`config.mk`:
```
export PLATFORM = sky130hd
export DESIGN_NAME = instr_mem_ctrl
export DESIGN_NICKNAME = d
export VERILOG_FILES = /design/src/rtl/instr_mem_ctrl.sv
export SDC_FILE = /design/constraint.sdc
export NUM_CORES = 2
export LEC_CHECK = 0
export CAP_MARGIN = 20
export CORE_ASPECT_RATIO = 0.75
export CORE_MARGIN = 2
export CORE_UTILIZATION = 25
export CTS_CLUSTER_SIZE = 24
export DETAILED_ROUTE_END_ITERATION = 16
export HOLD_SLACK_MARGIN = 0.12
export MAX_ROUTING_LAYER = met4
export PLACE_DENSITY_LB_ADDON = 0.25
export SETUP_SLACK_MARGIN = 0.4
export SLEW_MARGIN = 10
export SYNTH_ARGS = -nofsm -noshare
export SYNTH_HDL_FRONTEND = slang
export SYNTH_SLANG_ARGS = --single-unit
```
`constraint.sdc`:
```
create_clock -name clk -period 4.3 [get_ports clk]
set_input_delay 0.86 -clock clk [delete_from_list [all_inputs] [get_ports clk]]
set_output_delay 0.86 -clock clk [all_outputs]
set_load 0.05 [all_outputs]
```
`src/rtl/instr_mem_ctrl.sv`:
```
// Instruction memory for the fetch stage: clears itself after reset, then
// accepts program loads and serves byte-addressed fetches one cycle later.
module instr_mem_ctrl #(
  parameter int          DATA_W     = 32,
  parameter int          DEPTH      = 64,
  parameter int          ADDR_W     = 32,
  parameter logic [31:0] CLEAR_WORD = 32'h00000013,
  localparam int         IDX_W      = $clog2(DEPTH)
) (
  input  logic              clk,
  input  logic              reset,
  input  logic              ld_en,
  input  logic [IDX_W-1:0]  ld_addr,
  input  logic [DATA_W-1:0] ld_data,
  input  logic              fetch_req,
  input  logic [ADDR_W-1:0] fetch_addr,
  output logic              fetch_valid,
  output logic [DATA_W-1:0] instr_out,
  output logic              fetch_err,
  output logic              busy
);

  // state | meaning
  // CLEAR | sweeping CLEAR_WORD into one word per cycle; loads/fetches ignored
  // READY | loads and fetches serviced; left only through reset
  typedef enum logic {CLEAR, READY} state_t;

  localparam logic [DATA_W-1:0] FILL = DATA_W'(CLEAR_WORD);

  state_t             state, state_nxt;
  logic [IDX_W-1:0]   clr_cnt, clr_cnt_nxt;
  logic [DATA_W-1:0]  mem [DEPTH];
  logic [IDX_W-1:0]   idx;
  logic               range_err;
  logic               err;

  always_ff @(posedge clk) begin
    if (reset) begin
      state   <= CLEAR;
      clr_cnt <= '0;
    end else begin
      state   <= state_nxt;
      clr_cnt <= clr_cnt_nxt;
    end
  end

  always_comb begin
    state_nxt   = state;
    clr_cnt_nxt = clr_cnt;
    busy        = 1'b0;
    case (state)
      CLEAR: begin
        busy        = 1'b1;
        clr_cnt_nxt = clr_cnt + IDX_W'(1);
        if (clr_cnt == IDX_W'(DEPTH - 1)) state_nxt = READY;
      end
      READY: state_nxt = READY;
      default: state_nxt = CLEAR;
    endcase
  end

  // No reset term: contents are only changed by the sweep or by loads.
  always_ff @(posedge clk) begin
    if (!reset) begin
      if (state == CLEAR)
        mem[clr_cnt] <= FILL;
      else if (ld_en)
        mem[ld_addr] <= ld_data;
    end
  end

  assign idx = fetch_addr[IDX_W+1:2];

  generate
    if (ADDR_W > IDX_W + 2) begin : g_range
      assign range_err = |fetch_addr[ADDR_W-1:IDX_W+2];
    end else begin : g_no_range
      assign range_err = 1'b0;
    end
  endgenerate

  assign err = (fetch_addr[1:0] != 2'b00) | range_err;

  // Read-first: a same-cycle load to idx lands after this read samples mem.
  always_ff @(posedge clk) begin
    if (reset) begin
      fetch_valid <= 1'b0;
      fetch_err   <= 1'b0;
      instr_out   <= FILL;
    end else if (state == READY && fetch_req) begin
      fetch_valid <= 1'b1;
      fetch_err   <= err;
      instr_out   <= err ? FILL : mem[idx];
    end else begin
      fetch_valid <= 1'b0;
    end
  end

endmodule

```
==> results.yml <==
timing:
  relSlewSlack_pct: 24.5
  drv_slew: 0
  max_freq_mhz: 281
  grt_setup_unrepaired: "no"
  fin_crit_sh_pct: 82.7
  fin_skew_ns: 0.0626
  worstMarginPinSlew_ns: 1.13
  setup_viol: 0
  final_hold_viol_count: 0
  layout_min_cycle_time_ns: 3.56
  setup_tns_ns: 0
die:
  fp.dieW_um: 657
  dieArea_sq_mm: 0.325
  fp.coreArea_sq_mm: 0.318
  dieHeight_um: 494
  ios: 109
  initial_core_util_pct: 25.2
  rows: 179
cts:
  cts_buffer_depth: 4
  cts_buffers: 207
  post_cts_buffers: 0
  clk_pin_slew_worst_paths_ns: 0.06
  cts_sinks: 2089
  cts-root-buf: "clkbuf_16"
  cts_tree: "built"
  postCtsHoldBufs: 0
  clk-insertion-delay-late_ns: 0.86
  cts_htree_levels: 4
  cts_resized: 0
global_route:
  first_global_vias: 39126
  grt_pass1_wl_mm: 332
  grt.total_usage_pct: 15.1
  gr-total-overflow: 0
  antenna_found_initial: 32
  grt_start_max_net_pins: 65
finish:
  drive_gt1_share_pct: 29.4
  layout_common_cells: "edfxtp_1, mux4_2, clkbuf_16, buf_4, buf_12"
  mostFrequentLayoutCell: "edfxtp_1"
  nets: 4117
  final_cell_area_sq_mm: 0.0960
  syn_to_final_growth_pct: 20.0
worst_setup_path:
  worstSetupStartpoint: "state"
  crit_type: "reg2out"
  critPathMaxFanout: 15
  r2r_start: "state"
  worstPathArrival_ns: 2.70
  cp-start-kind: "flip-flop"
  critPathRequiredTime_ns: 3.44
  cp-end-kind: "primary output"
route:
  num_vias: 39275
  viasPerCell: 4.64
  wire_per_inst_um: 28.6
  drtPass1Iterations: 5
  drt_iter0_markers: 4357
  drc: 0
  wl_mm: 242
  drtAntennaViolNets: 0
synth:
  synth_async_sr_flop_share_pct: 0
  synth.area.top_cells: "edfxtp_1, mux4_2, mux2i_1"
  synth_cell_types: 60
  synth_flop_cell: "edfxtp_1"
  ys_warn_count: 0
  synth_edf_count: 2048
  yosysTopAreaCellShare_pct: 76.9
  netlist_instances: 3629
  synth.largest_area_cell: "edfxtp_1"
  ys_seq_elements: 2089
  netlist_area_sq_mm: 0.0800
  seq_area_frac_synth_pct: 77.9
  synth.avg_cell_area_sq_um: 22.0
  synthesis.nets: 3704
placed_design:
  io_buffers: 108
  dpl_cell_area_sq_mm: 0.0896
  place_congestion: 0.820
  hpwl_mm: 148
power_and_ir_drop:
  p_int_mw: 32.4
  p_seq_share_pct: 53.7
  power_density_mw_per_mm2: 428
  power.net_switching_mw: 8.67
  p_comb_share_pct: 3.7
  leakage_nw: 33.2
  switching_share_pct: 21.1
  p_clk_share_pct: 42.5
  vdd_drop_max_mv: 0.268
job:
  max_cap_violations: 0
min_path:
  worstHoldPathType: "reg2reg"
  hold_path_startpoint: "instr_out[28]"
status:
  status: "complete, no violations"
-- state kept, by name, summed over array words and instances, names as in the netlist --
signal       flops
instr_out       32
mem           2048
fetch_valid      1
clr_cnt          6
fetch_err        1
state            1
-- routing by layer --
layer  GRT usage [%]  up-vias  part of all wire (%)
li1                -    16169                     -
met1            22.2    21515                    47
met2            21.8     1342                    44
met3            2.86      249                   7.2
met4            2.48        0                   1.5
met5               -        -                     0
-- kinds of logic after synthesis --
logic type                 after synthesis  synth area share (%)
muxes                                  644                  15.6
xor gates and xnor gates                 5                0.0547
AOI/OAI and AO/OA                      282                  2.63
DFF                                   2089                  77.9
adders and majority gates                1                0.0156
and+or+nand+nor                        407                  2.41
buffers and inverters                  201                  1.35
-- power groups by stage --
stage	logic [mW]	clock network [mW]	registers, mW
final	1.54	17.5	22.1
after global routing	1.62	18.7	22.1
after CTS	1.56	17.9	22.1
after detailed placement	1.56	0	22.5
after global placement	1.56	0	22.5
after floorplan	0.834	0	22.5
-- cells in the mapped netlist (5+ instances only) --
master,count
a22o_1,27
buf_2,57
nor3_1,6
a21oi_1,11
o22ai_1,34
buf_4,26
nand3_1,68
nor2_1,111
and2_1,30
nor2b_1,14
nand2_1,119
o31ai_1,30
dfxtp_1,41
edfxtp_1,2048
nor4_1,10
a211oi_1,9
mux2_2,64
a31oi_1,5
a22oi_1,37
buf_1,20
mux4_2,477
buf_6,21
a221oi_1,26
o21ai_0,29
o22a_1,24
nand2b_1,17
a211o_1,23
nand3b_1,7
or3_1,5
mux2i_1,103
o21ai_1,5
clkbuf_1,72
-- through the flow --
stage / setup WS (ns) / hold slack, ns / utilization (%) / instances / power (mW)
6_report: 0.743 / 0.466 / 30.2 / 8462 / 41.1
4_1_cts: 0.654 / 0.469 / 30.2 / 8455 / 41.5
2_1_floorplan: 0.528 / 0.512 / - / 3629 / 23.3
3_5_place_dp: 0.371 / 0.454 / 28.2 / 8086 / 24.1
5_1_grt: 0.634 / 0.506 / 30.2 / 8457 / 42.4
3_3_place_gp: 0.316 / 0.445 / 28.2 / 8085 / 24.1
-- path summary, 6_finish.rpt --
kind,slack [ns],endpoint,cells after the start
hold reg to reg,0.47,instr_out[28],2
setup reg to reg,1.17,mem[49][3],5
hold / removal,0.47,instr_out[28],2
setup / recovery,0.74,busy,2
-- worst max-delay path, cell delays in order, from the launching register on --
cell,delay (ns)
dfxtp_1,0.73
inv_1,0.31
clkdlybuf4s50_1,0.79
-- layout make-up --
class | instances | area, sq um
diodes | 7 | 17.5
repair buffers | 401 | 4810
clock inverters | 119 | 905
well taps | 4253 | 5320
inverters | 4 | 15.0
flip-flops and latches | 2089 | 62300
multi-input cells | 1339 | 17200
fillers | 30626 | 222000
clock buffers | 250 | 5450
Power figures use the tool's default switching activity.
